<file path="config.mk">
export PLATFORM = sky130hd
export DESIGN_NAME = sr_cmd_driver
export DESIGN_NICKNAME = d
export VERILOG_FILES = /design/src/rtl/sr_cmd_driver.sv
export SDC_FILE = /design/constraint.sdc
export NUM_CORES = 1
export LEC_CHECK = 0
export ABC_AREA = 1
export CAP_MARGIN = 15
export CORE_MARGIN = 5
export CORE_UTILIZATION = 45
export DETAILED_ROUTE_END_ITERATION = 12
export GPL_TIMING_DRIVEN = 0
export PLACE_DENSITY = 0.75
export SETUP_SLACK_MARGIN = 0.4
export SYNTH_ARGS = -nofsm -noshare
export SYNTH_HDL_FRONTEND = slang
export SYNTH_SLANG_ARGS = --single-unit
</file>
<file path="constraint.sdc">
create_clock -name clk -period 1.5 [get_ports clk]
set_clock_uncertainty 0.1 [all_clocks]
set_input_delay 0.3 -clock clk [delete_from_list [all_inputs] [get_ports clk]]
set_output_delay 0.3 -clock clk [all_outputs]
set_load 0.03 [all_outputs]
</file>
<file path="src/rtl/sr_cmd_driver.sv">
// Debounced push-button front end for an SR latch: turns clean presses into
// bounded s/r/enable pulses, never s=r=1, and mirrors the latched value.
module sr_cmd_driver #(
    parameter int DEB_CYCLES = 4,
    parameter int PULSE_LEN  = 2
) (
    input  logic clk,
    input  logic rst_n,
    input  logic set_btn,
    input  logic reset_btn,
    output logic s,
    output logic r,
    output logic enable,
    output logic busy,
    output logic conflict,
    output logic q_mirror,
    output logic q_valid
);

    typedef enum logic [1:0] {
        ST_IDLE  = 2'd0,
        ST_DRIVE = 2'd1,
        ST_GAP   = 2'd2
    } state_t;

    localparam logic [7:0] DEB_LIM    = 8'(DEB_CYCLES);
    localparam logic [3:0] PULSE_LOAD = 4'(PULSE_LEN - 1);

    // Index 0 is the set button, index 1 the reset button.
    logic [1:0] btn_s;
    logic [1:0] sync1_q;
    logic [1:0] sync2_q;
    logic [1:0] deb_q;
    logic [1:0] deb_d;
    logic [1:0] deb_prev_q;
    logic [1:0] rise_s;
    logic [1:0] pend_q;
    logic [1:0] pend_d;
    logic [1:0] pend_clr_s;
    logic [7:0] cnt_q [2];
    logic [7:0] cnt_d [2];

    state_t     state_q;
    logic [3:0] pcnt_q;
    logic       cmd_set_q;
    logic       s_q;
    logic       r_q;
    logic       enable_q;
    logic       busy_q;
    logic       conflict_q;
    logic       q_mirror_q;
    logic       q_valid_q;

    assign btn_s = {reset_btn, set_btn};

    // Debounce next-state: the level flips only after DEB_CYCLES disagreeing samples.
    always_comb begin
        for (int i = 0; i < 2; i++) begin
            deb_d[i] = deb_q[i];
            cnt_d[i] = 8'd0;
            if (sync2_q[i] == deb_q[i]) begin
                cnt_d[i] = 8'd0;
            end else if ((cnt_q[i] + 8'd1) == DEB_LIM) begin
                deb_d[i] = sync2_q[i];
                cnt_d[i] = 8'd0;
            end else begin
                cnt_d[i] = cnt_q[i] + 8'd1;
            end
            rise_s[i] = deb_q[i] & ~deb_prev_q[i];
            // A new rise wins over a same-cycle clear so no press is lost.
            pend_d[i] = (pend_q[i] & ~pend_clr_s[i]) | rise_s[i];
        end
    end

    // Pending-flag consumption decided by the IDLE state.
    always_comb begin
        pend_clr_s = 2'b00;
        if (state_q == ST_IDLE) begin
            if (pend_q == 2'b11) begin
                pend_clr_s = 2'b11;
            end else if (pend_q[0]) begin
                pend_clr_s = 2'b01;
            end else if (pend_q[1]) begin
                pend_clr_s = 2'b10;
            end else begin
                pend_clr_s = 2'b00;
            end
        end else begin
            pend_clr_s = 2'b00;
        end
    end

    // Input path registers: synchroniser, debounce state, edge detect, pending flags.
    always_ff @(posedge clk) begin
        if (!rst_n) begin
            sync1_q    <= 2'b00;
            sync2_q    <= 2'b00;
            deb_q      <= 2'b00;
            deb_prev_q <= 2'b00;
            pend_q     <= 2'b00;
            cnt_q[0]   <= 8'd0;
            cnt_q[1]   <= 8'd0;
        end else begin
            sync1_q    <= btn_s;
            sync2_q    <= sync1_q;
            deb_q      <= deb_d;
            deb_prev_q <= deb_q;
            pend_q     <= pend_d;
            cnt_q[0]   <= cnt_d[0];
            cnt_q[1]   <= cnt_d[1];
        end
    end

    // Command FSM with registered latch-drive outputs.
    always_ff @(posedge clk) begin
        if (!rst_n) begin
            state_q    <= ST_IDLE;
            pcnt_q     <= 4'd0;
            cmd_set_q  <= 1'b0;
            s_q        <= 1'b0;
            r_q        <= 1'b0;
            enable_q   <= 1'b0;
            busy_q     <= 1'b0;
            conflict_q <= 1'b0;
            q_mirror_q <= 1'b0;
            q_valid_q  <= 1'b0;
        end else begin
            conflict_q <= 1'b0;
            case (state_q)
                ST_IDLE: begin
                    if (pend_q == 2'b11) begin
                        conflict_q <= 1'b1;
                    end else if (pend_q != 2'b00) begin
                        cmd_set_q <= pend_q[0];
                        s_q       <= pend_q[0];
                        r_q       <= ~pend_q[0];
                        enable_q  <= 1'b1;
                        busy_q    <= 1'b1;
                        pcnt_q    <= PULSE_LOAD;
                        state_q   <= ST_DRIVE;
                    end else begin
                        state_q <= ST_IDLE;
                    end
                end
                ST_DRIVE: begin
                    if (pcnt_q == 4'd0) begin
                        s_q        <= 1'b0;
                        r_q        <= 1'b0;
                        enable_q   <= 1'b0;
                        q_mirror_q <= cmd_set_q;
                        q_valid_q  <= 1'b1;
                        state_q    <= ST_GAP;
                    end else begin
                        pcnt_q <= pcnt_q - 4'd1;
                    end
                end
                ST_GAP: begin
                    busy_q  <= 1'b0;
                    state_q <= ST_IDLE;
                end
                default: begin
                    s_q      <= 1'b0;
                    r_q      <= 1'b0;
                    enable_q <= 1'b0;
                    busy_q   <= 1'b0;
                    state_q  <= ST_IDLE;
                end
            endcase
        end
    end

    assign s        = s_q;
    assign r        = r_q;
    assign enable   = enable_q;
    assign busy     = busy_q;
    assign conflict = conflict_q;
    assign q_mirror = q_mirror_q;
    assign q_valid  = q_valid_q;

endmodule

</file>
==> results by stage, run 1 <==
Die:
- The core region is between 0.003 and 0.004 mm2.
- The site row count is 22.
- Measured along the y axis, the die boundary spans just over 70 um.
- The die outline width is between 70 and 80 um.
- 11 I/O pins were placed.
- The die covers slightly above 0.005 mm2.
- The initial utilization of the core area, before any placement, comes to a little under half.

Synthesis:
- The synthesized netlist occupies a cell area of approximately 0.0017 mm2.
- The share of the Yosys chip area taken by registers is 46.85%.
- Summing the areas of all and, or, nand and nor instances in the mapped netlist gives 29.80% of the synthesized area.
- The number of unique standard cell types used by synthesis is 25.
- The number of warnings reported in the yosys synthesis log is 0.
- In the synthesized netlist, the number of instances is around 230.
- In this run, synthesis produced a sequential element count of 40.
- The xor and xnor area share after synthesis is 2.562%.
- The share of the synthesized area in compound gates (AO/OA/AOI/OAI) is under 10%.
- The portion of synthesized area spent on multiplexers is 0%.
- The dominant combinational cell family by area after synthesis is simple AND/OR/NAND/NOR gates.
- After Yosys synthesis, full adders, half adders and majority gates account for 3.660% of the synthesized area.
- The mean instance size in the synthesized netlist is around 7.3 um2.
- Synthesis produced a netlist with a net count of 242.

Global routing:
- In the global route stage, met1 resource usage came out at between 15 and 20%.
- Entering global routing, the biggest net connects 12 pins.
- The layer carrying the most global-route usage is met2.
- The number of antenna violations at the first check in global routing is 0.
- The global router's overall resource usage is 15.38%.
- The first global-routing pass estimated about 6200 um of wire.
- The global route total overflow is 0.
- The via count of the first global-routing pass is ~1500.
- Global routing used 26.22% of the available met2 tracks.
- For met3 alone, demand over resource in global routing was around 3.5%.

Worst hold path:
- The tightest min-delay check is of the input port to flop type.

Timing:
- The number of max-slew violations in the final report is 0.
- Once routing completed, OpenROAD measured the worst setup slack at 0.05836 ns.
- The final hold violation count came to 0.
- Setup repair after global routing could not meet its margin everywhere.
- The number of setup violations in the final report is 0.
- The final critical-path share of the clock period is a little over nine tenths.
- The achievable frequency is just under 700 MHz.
- For the pin with the worst max-slew slack, the measured transition is around 0.39 ns.
- The worst hold slack after final layout is 0.2666 ns.
- The post-layout minimum cycle time is between 1 and 1.5 ns.
- Headroom to the max-slew limit came out at approximately three quarters.

Cells and area:
- For this run, the share of the core covered by cells in the final layout is a little under three quarters.
- The number of fillers in the final layout is between 200 and 250.
- The fraction of final layout cells sized beyond drive strength 1 is around 53%.
- For this run, the post-layout net count is about 290.
- The area added between synthesis and finish is 52.78%.
- The number of diodes added for antenna fixing is 0.

Power and ir drop:
- The net switching power figure is 0.3895 mW.
- The fraction of power spent switching nets is 21.28%.
- Power spread over the standard cell area amounts to 700.8 mW/mm2.
- The internal power summed over all cells is ~1.4 mW.
- The clock network is responsible for 39.7% of the overall power.
- The peak supply drop is roughly 0.68 mV.
- Combinational cells account for 2.6% of the total power.
- For this design the static power due to leakage is between 1 and 1.5 nW.
- The share of total power dissipated in sequential elements is between 50 and 60%.

Worst setup path:
- The largest driver fanout on the critical path is 8.
- Traced cell by cell, the critical path runs through ha_4 -> nand3_4 -> o21ai_2 -> nand2_2 -> nor2_4 -> nand2_2 -> nand3_4 -> nor2_1.
- Data on the critical path is required at its endpoint by ~1.6 ns.
- The endpoint arrival time on the critical path is 1.53 ns.
- The slowest stage of the critical path is the dfxtp_4 cell.
- The critical path is of the flop to flop type.
- The critical path capture point type is a flop.
- The critical path launch point type is a flop.
- In this run the register-to-register setup slack is approximately 0.06 ns.
- For this run, the slowest stage of the critical path takes between 0.3 and 0.4 ns.

Drt:
- The first TritonRoute pass finished after 4 iterations.
- After the first detailed-routing iteration, the DRC count stood at 75.
- In this run the remaining antenna-violating nets after routing total 0.
- After detailed routing, the average wire length per cell comes to 14.29 um.
- In the routed layout, each cell is associated on average with a via count of 5.015.
- The via count is 1630.
- The DRC violation count after routing is 0.
- The final wirelength is about 4600 um.

Clocking:
- Clock-pin slew was measured on the worst setup and hold paths at ~0.070 ns.
- The clock insertion delay at the later pin of the skew report is 0.30 ns.
- The clock tree synthesis step divided the H-tree into 2 levels.
- The maximum clock path buffer count is 2.
- The total clock buffers created by CTS is 5.
- The total clock sinks is 40.
- The root buffer selected by CTS is clkbuf_8.
- The CTS tree is built.

Placement:
- The number of input and output port buffers inserted is 9.
- The half-perimeter wire length after placement is ~2000 um.
- Routability-driven placement finished with a final weighted congestion of 0.7713.
- The worst slack at placement is 0.04254 ns.

Run:
- The max-capacitance violation count is 0.

Run status:
- The flow ran to the end, and the final reports show no timing, DRC or antenna violations.
[routing by layer]
layer	up-vias	part of all wire (%)
met5	-	0
met4	0	2.3
met3	9	3.6
met2	37	54
met1	772	40
li1	812	-
[flip-flops by register name (all words and copies together), names as in the netlist, 2 cells and up]
signal	cells
cnt_q	16
pcnt_q	4
deb_prev_q	2
deb_q	2
pend_q	2
state_q	2
sync1_q	2
sync2_q	2
[stage by stage]
stage / std cells / cell area [um2] / TNS [ns] / total power [mW]
after floorplan: 233 / 1798 / 0 / 1.120
after detailed placement: 290 / 1948 / 0 / 1.133
after global routing: 325 / 2611 / -0.2961 / 1.905
after global placement: 290 / 1948 / 0 / 1.131
final: 325 / 2611 / 0 / 1.830
after CTS: 315 / 2327 / 0 / 1.840
[cell families (layout without fill, tap and decap cells)]
family,count (synthesis),count (layout)
XOR/XNOR,5,5
buffers and inverters,42,86
AO/OA/AOI/OAI,24,24
AND/OR/NAND/NOR,117,117
adder cells (fa/ha/maj),5,5
flip-flops,40,40
[cell type report]
type,count,area [um2],share of cell area (%)
Sequential cell,40,858.3,32.87
Inverter,40,157.7,6.037
Multi-Input combinational cell,151,1100,42.12
Tap cell,48,60.06,2.300
Timing Repair Buffer,36,335.3,12.84
Clock buffer,8,90.09,3.450
Buffer,2,10.01,0.3833
[cells in the mapped netlist]
library cell	n	area share [%]
buf_2	1	0.29
dfxtp_1	40	47
xnor2_1	1	0.51
o21bai_1	2	0.88
nor2_1	39	8.6
a21oi_1	10	2.9
nand2_1	45	9.9
and2_1	1	0.37
nand4_1	1	0.37
and3_1	1	0.37
clkbuf_1	1	0.22
o21ai_0	6	1.8
nand3_4	1	1.0
o211a_1	1	0.59
nor3_1	3	0.88
a31oi_1	1	0.37
inv_1	40	8.8
nand2_2	5	1.8
nand3_1	16	4.7
o21ai_1	2	0.59
o22ai_1	2	0.73
or2_1	1	0.37
xor2_1	4	2.0
nor2_2	4	1.5
ha_1	5	3.7
[power by group through the flow]
stage | logic [mW] | registers (mW) | clock network [mW]
final | 0.0481 | 1.05 | 0.727
after global routing | 0.0532 | 1.05 | 0.797
after CTS | 0.0407 | 1.06 | 0.737
after detailed placement | 0.0364 | 1.10 | 0
after global placement | 0.0354 | 1.10 | 0
after floorplan | 0.0243 | 1.10 | 0
[critical path: cells and delay by family, from the launching register on]
| kind | cells | cell delay [ns] |
|---|---|---|
| flops | 1 | 0.38 |
| fa+ha+maj | 1 | 0.16 |
| simple gates | 6 | 0.56 |
| compound gates | 1 | 0.15 |
[cells in the final DEF (no fill, tap or decap), types with 2 or more instances in the layout]
cell type	instances
a21oi_1	4
a21oi_2	6
buf_4	18
buf_6	16
clkbuf_1	2
clkbuf_8	6
clkdlybuf4s50_1	2
dfxtp_1	16
dfxtp_2	13
dfxtp_4	11
ha_1	2
ha_4	3
inv_1	31
inv_2	6
inv_4	3
nand2_1	29
nand2_2	16
nand2_4	5
nand3_1	11
nand3_4	5
nor2_1	16
nor2_2	13
nor2_4	14
nor3_2	2
o21ai_0	2
o21ai_1	3
o21ai_2	2
o21bai_1	2
xor2_1	4
[worst paths after layout]
path | from | to | cells past startpoint
hold reg to reg | deb_prev_q[0] | pend_q[0] | 1
setup reg to reg | cnt_q[0][8] | cnt_q[0][15] | 8
setup / recovery | cnt_q[0][8] | cnt_q[0][15] | 8
hold / removal | rst_n | pcnt_q[1] | 3
[repair_timing]
| item | 4_1_cts | 5_1_grt |
|---|---|---|
| endpoints found under the setup margin | 37 | 38 |
| pin swaps | 23 | 28 |
| resized for setup | 98 | 70 |
| buffers inserted | 17 | 10 |
| endpoints found under the hold margin | 0 | 0 |
| hold buffers | 0 | 0 |
(Power assumes the default switching activity.)
==> run 2: changes to the inputs <==
CORE_MARGIN = 2   (was 5)
==> results by stage, run 2 (synthesis results as in run 1) <==
Timing:
- The setup TNS was 0 ns (unchanged).
- Setup repair after global routing could not meet its margin everywhere.
- The worst max-slew margin expressed relative to the limit is 79.27% (+5.7 points).
- The achievable frequency is 678.4 MHz (-2.2%).
- The number of max-slew violations in the final report is 0 (unchanged).
- The pin slew with the least headroom to its limit is 0.3107 ns (-0.08301 ns).
- The worst hold slack after final layout came to 0.2381 ns (-0.02852 ns).
- The final hold violation count is 0 (unchanged).
- The worst-case setup margin in the final layout is 0.02591 ns (-0.03245 ns).
- The final critical-path share of the clock period is 98.27% (+2.2 points).
- The post-layout minimum cycle time is 1.474 ns (+0.03245 ns).
- The number of setup violations in the final report is 0 (unchanged).

Die:
- The number of ports placed on the die boundary is 11 (unchanged).
- The site row count is 22 (unchanged).
- The standard cell core area is 0.003661 mm2 (unchanged).
- The overall die area came to 0.004307 mm2 (-16%).
- The initial core utilization is 46.68% (unchanged).
- The height of the die is 65.63 um (-8.4%).
- The die outline width is 65.63 um (-8.4%).

Power and ir drop:
- The peak supply drop came to 0.7106 mV (+5.2%).
- The total power of the final layout was 1.851 mW (+1.1%).
- The power density over the cells is 735.5 mW/mm2 (+4.9%).
- The cell leakage power is 1.075 nW (-0.54%).

Worst setup path:
- The worst setup path is captured at a flop.
- The setup slack of the worst register-to-register path is 0.03 ns (-0.03 ns).
- The largest driver fanout on the critical path is 6 (-2).
- The endpoint arrival time on the critical path is 1.56 ns (+0.03 ns).
- The required time at the endpoint of the critical path is 1.58 ns (about the same).
- STA classifies the critical path startpoint as a flop.
- The critical path is of the flop to flop type.

Clocking:
- The maximum clock path buffer count is 2 (unchanged).
- The CTS H-tree depth is 2 (unchanged).
- The total clock buffers created by CTS was 5 (unchanged).
- The total clock sinks is 40 (unchanged).
- The cts-stage hold buffer count is 0 (unchanged).
- The register clock-pin slew on the reported worst setup and hold paths is 0.07 ns (about the same).
- The CTS tree is built.
- The clock insertion delay at the later pin of the skew report came to 0.30 ns (about the same).
- The root buffer selected by CTS is clkbuf_8.

Cells and area:
- The final net count was 284 (-0.35%).
- The register with the highest flop count is cnt_q.
- The area added between synthesis and finish is 47.22%.
- The flip-flop count of the largest register, all copies and words added is 16 (unchanged).
- The fraction of final layout cells sized beyond drive strength 1 is 48.91% (-3.8 points).
- The number of fillers in the final layout is 256 (+7.1%).
- The area of all placed cells without fillers was 0.002516 mm2 (-3.6%).
- The final standard cell utilization of the core is 68.73% (-2.6 points).
- The library cell used most frequently in the layout, excluding fill and tap cells, is nand2_1.
- The area taken by flip-flops and latches was 852.1 um2 (-0.73%).
- In the final layout, the registers with the most flip-flops are cnt_q (16), pcnt_q (4).
- The area occupied by multi-input gates is 0.001027 mm2 (-6.6%).
- The number of diodes added for antenna fixing was 0 (unchanged).
- The library cells used most frequently in the layout, excluding fill and tap cells, are nand2_1, inv_1, nor2_1, buf_4, dfxtp_2.
- The count of placed standard cells in the final layout, fillers left out came to 324 (-0.31%).

Placement:
- The half-perimeter wire length after placement is 2019 um (+0.62%).
- The worst slack at placement was 0.03705 ns (-0.005494 ns).
- The weighted congestion at the end of routability-driven global placement came to 0.7623 (-1.2%).
- The number of input and output port buffers inserted is 9 (unchanged).
- The number of instances in the placed design is 290 (unchanged).
- The placed cell area is 0.001948 mm2 (unchanged).

Worst hold path:
- The worst hold path belongs to the class input port to flop.

Global routing:
- The number of antenna violations at the first check in global routing was 0 (unchanged).
- The global router's overall resource usage was 17.33% (+2.0 points).
- The largest net degree at the start of global routing came to 13 (+1).
- The global-route wire length before repair was 5713 um (-8.1%).
- The global route total overflow is 0 (unchanged).
- The via count of the first global-routing pass is 1413 (-3.0%).

Drt:
- The average detailed-routed wire length per instance came to 12.77 um (-11%).
- The DRC violation count after routing is 0 (unchanged).
- The per-cell via count in the routed design is 4.836 (-3.6%).
- The count of routing violations after the opening detailed-route iteration is 50 (-33%).
- The iteration count of the initial detailed-routing pass came to 4 (unchanged).
- The via count is 1567 (-3.9%).
- The final wirelength came to 4138 um (-11%).
- The number of nets with antenna violations after routing is 0 (unchanged).

Run status:
- The run finished with clean final reports.

Run:
- The max-capacitance violation count is 0 (unchanged).
[run 2: power breakdown]
part	leakage, nW	switching (mW)	internal (mW)
combinational	0.685	0.0284	0.0158
clock	0.0510	0.380	0.367
sequential	0.338	0.00521	1.05
total	1.07	0.414	1.44
[run 2: timing repair]
item,4_1_cts,5_1_grt
setup buffers,17,9
setup endpoints to repair,36,38
gates resized for setup,96,47
pin swaps,22,22
cloned,0,0
hold endpoints to repair,0,0
[run 2: final cells by class]
| class | instances | share of cell area (%) |
|---|---|---|
| buffer | 2 | 0.3978 |
| multi-input combinational | 151 | 40.83 |
| tap | 48 | 2.387 |
| clock buffer | 6 | 3.282 |
| inverter | 40 | 6.266 |
| clock inverter | 2 | 0.3978 |
| sequential | 40 | 33.86 |
| timing repair buffer | 35 | 12.58 |
[run 2: final timing paths]
kind | start | endpoint | cells past startpoint
hold reg to reg | sync1_q[0] | sync2_q[0] | 2
setup / recovery | cnt_q[0][0] | cnt_q[0][2] | 7
hold / removal | rst_n | pcnt_q[1] | 3
setup reg to reg | cnt_q[0][0] | cnt_q[0][2] | 7
[run 2: worst max-delay path: stages (launching register included)]
cell and delay, ns:
dfxtp_4 0.38, nand3_1 0.14, o21ai_0 0.21, nand2_1 0.13
nor2_4 0.16, nand2_2 0.09, nand2_4 0.11, nor2_1 0.05
[run 2: metal layers]
| layer | vias up | global-route usage [%] | part of all wire [%] |
|---|---|---|---|
| met1 | 719 | 18.89 | 42 |
| li1 | 802 | - | - |
| met2 | 36 | 31.06 | 52 |
| met3 | 10 | 4.281 | 3.7 |
| met5 | - | 0 | 0 |
| met4 | 0 | 8.333 | 2.8 |
==> run 3: changes to the inputs <==
CELL_PAD_IN_SITES_DETAIL_PLACEMENT = 0   (was not set)
CELL_PAD_IN_SITES_GLOBAL_PLACEMENT = 2   (was not set)
CORE_UTILIZATION = 30   (was 45)
GPL_ROUTABILITY_DRIVEN = 0   (was not set)
PLACE_DENSITY = 0.83   (was 0.75)
==> results by stage, run 3 (synthesis results as in run 1) <==
Cells and area:
- The largest registers in the layout are cnt_q (16), pcnt_q (4).
- In the layout the commonest cells are nand2_1, inv_1, nor2_1, buf_4.
- The fraction of final layout cells sized beyond drive strength 1 is 52.88% (+4.0 points).
- The flip-flop count of the largest register, all copies and words added is 16 (unchanged).
- The count of placed standard cells in the final layout, fillers left out is 350 (+8.0%).
- The final standard cell utilization of the core is 48.47% (-20 points).
- The number of fillers in the final layout is 527 (+110%).
- The number of diodes added for antenna fixing is 0 (unchanged).
- The area of all placed cells without fillers is 0.002669 mm2 (+6.1%).
- The final net count is 286 (+0.70%).
- Leaving out fill and tap cells, the most frequent cell in the layout is nand2_1.
- From synthesis to final layout, the design area changed by 56.15%.
- The register with the most flip-flops in the final layout is cnt_q.

Clocking:
- The total clock buffers created by CTS came to 5 (unchanged).
- CTS placed an instance of clkbuf_8 at the clock tree root.
- The CTS H-tree depth is 2 (unchanged).
- The maximum clock path buffer count is 2 (unchanged).
- TritonCTS built the clock tree.
- The total clock sinks is 40 (unchanged).
- The register clock-pin slew on the reported worst setup and hold paths is 0.08 ns (about the same).
- The clock insertion delay at the later pin of the skew report is 0.29 ns (about the same).
- The cts-stage hold buffer count came to 0 (unchanged).

Worst setup path:
- The largest driver fanout on the critical path is 8 (+2).
- STA classifies the critical path startpoint as a flop.
- The critical path capture point type is a flop.
- The endpoint arrival time on the critical path is 1.53 ns (-0.03 ns).
- The worst setup path category is flop to flop.
- The required time at the endpoint of the critical path is 1.59 ns (about the same).

Timing:
- The number of setup violations in the final report is 0 (unchanged).
- The final hold violation count was 0 (unchanged).
- Setup repair after global routing could not meet its margin everywhere.
- The final critical-path share of the clock period was 96.26% (-2.0 points).
- The worst max-slew margin expressed relative to the limit is 75.37% (-3.9 points).
- The pin slew with the least headroom to its limit is 0.3666 ns (+0.05593 ns).
- The post-layout minimum cycle time is 1.444 ns (-0.03017 ns).
- The achievable frequency came to 692.6 MHz (+2.1%).
- The worst hold slack after final layout is 0.2406 ns (+0.002447 ns).
- The number of max-slew violations in the final report is 0 (unchanged).
- The worst-case setup margin in the final layout came to 0.05608 ns (+0.03017 ns).

Global routing:
- The global router's overall resource usage is 12.28% (-5.1 points).
- The via count of the first global-routing pass is 1428 (+1.1%).
- The global route total overflow is 0 (unchanged).
- The global-route wire length before repair is 6065 um (+6.2%).
- The largest net degree at the start of global routing came to 14 (+1).
- The number of antenna violations at the first check in global routing was 0 (unchanged).

Placement:
- The half-perimeter wire length after placement is 2188 um (+8.3%).
- The placed cell area is 0.001978 mm2 (+1.5%).
- The worst slack at placement came to 0.01795 ns (-0.01910 ns).
- The number of instances in the placed design is 314 (+8.3%).
- The number of input and output port buffers inserted was 9 (unchanged).

Die:
- The number of ports placed on the die boundary was 11 (unchanged).
- The overall die area was 0.006317 mm2 (+47%).
- The initial core utilization was 31.04% (-16 points).
- The standard cell core area is 0.005507 mm2 (+50%).
- The site row count is 27 (+23%).
- The die outline width is 79.48 um (+21%).
- The height of the die is 79.48 um (+21%).

Drt:
- The average detailed-routed wire length per instance was 10.43 um (-18%).
- The per-cell via count in the routed design was 4.349 (-10%).
- The final wirelength came to 3652 um (-12%).
- The DRC violation count after routing is 0 (unchanged).
- The number of nets with antenna violations after routing is 0 (unchanged).
- The count of routing violations after the opening detailed-route iteration is 25 (-50%).
- The iteration count of the initial detailed-routing pass is 4 (unchanged).
- The via count came to 1522 (-2.9%).

Worst hold path:
- The min-delay analysis places its worst path in the category input port to flop.

Run:
- The max-capacitance violation count is 0 (unchanged).

Power and ir drop:
- The peak supply drop is 0.5909 mV (-17%).
- The power density over the cells is 737.0 mW/mm2 (+0.20%).
- The cell leakage power came to 1.086 nW (+1.0%).

Run status:
- The run finished with clean final reports.
## run 3: where the power goes
group | switching (mW) | internal [mW] | total [mW]
Sequential | 0.00529 | 1.05 | 1.06
Combinational | 0.0289 | 0.0167 | 0.0456
Clock | 0.374 | 0.492 | 0.866
Total | 0.408 | 1.56 | 1.97
## run 3: path summary, 6_finish.rpt
path	slack [ns]	to	cells after the start	from
setup / recovery	0.06	cnt_q[0][11]	10	cnt_q[0][8]
hold / removal	0.24	pcnt_q[1]	3	rst_n
setup reg to reg	0.06	cnt_q[0][11]	10	cnt_q[0][8]
hold reg to reg	0.31	sync2_q[0]	2	sync1_q[0]
## run 3: layer usage
layer  wire length (um)  part of all wire, %  track usage (%)  vias up
met4                 45                  1.2            5.690        0
met5                  0                    0                0        -
met2               1813                   50            20.00       17
met3                108                  3.0            3.394        4
li1                   -                    -                -      805
met1               1685                   46            14.95      696
## run 3: worst max-delay path, cell delays in order, from the launching register on
cell and delay [ns]:
dfxtp_4 0.38, ha_4 0.15, inv_2 0.03, nand2_1 0.04, nand2_1 0.06, nor2_1 0.10, nand2_1 0.07, nor2_2 0.14
nand2_2 0.09, nand3_4 0.12, nor2_2 0.05
## run 3: cell type report
| type | count | area, um2 | area share [%] |
|---|---|---|---|
| clock buffers | 5 | 68.82 | 2.579 |
| inverters | 40 | 162.7 | 6.095 |
| multi-input cells | 151 | 1084 | 40.60 |
| clock inverters | 3 | 42.54 | 1.594 |
| well taps | 72 | 90.09 | 3.376 |
| flip-flops and latches | 40 | 855.8 | 32.07 |
| repair buffers | 37 | 355.3 | 13.31 |
| plain buffers | 2 | 10.01 | 0.3751 |
## run 3: repair_timing
item / in CTS / in global routing
pin swaps: 19 / 26
endpoints found under the hold margin: 0 / 0
endpoints found under the setup margin: 36 / 38
gates resized for setup: 103 / 62
buffers inserted: 20 / 8
## run 3: stage by stage
step                      setup TNS, ns  total power, mW
after floorplan                       0            1.120
after CTS                             0            2.008
after detailed placement              0            1.133
after global routing            -0.4820            2.062
after global placement                0            1.133
final                                 0            1.967
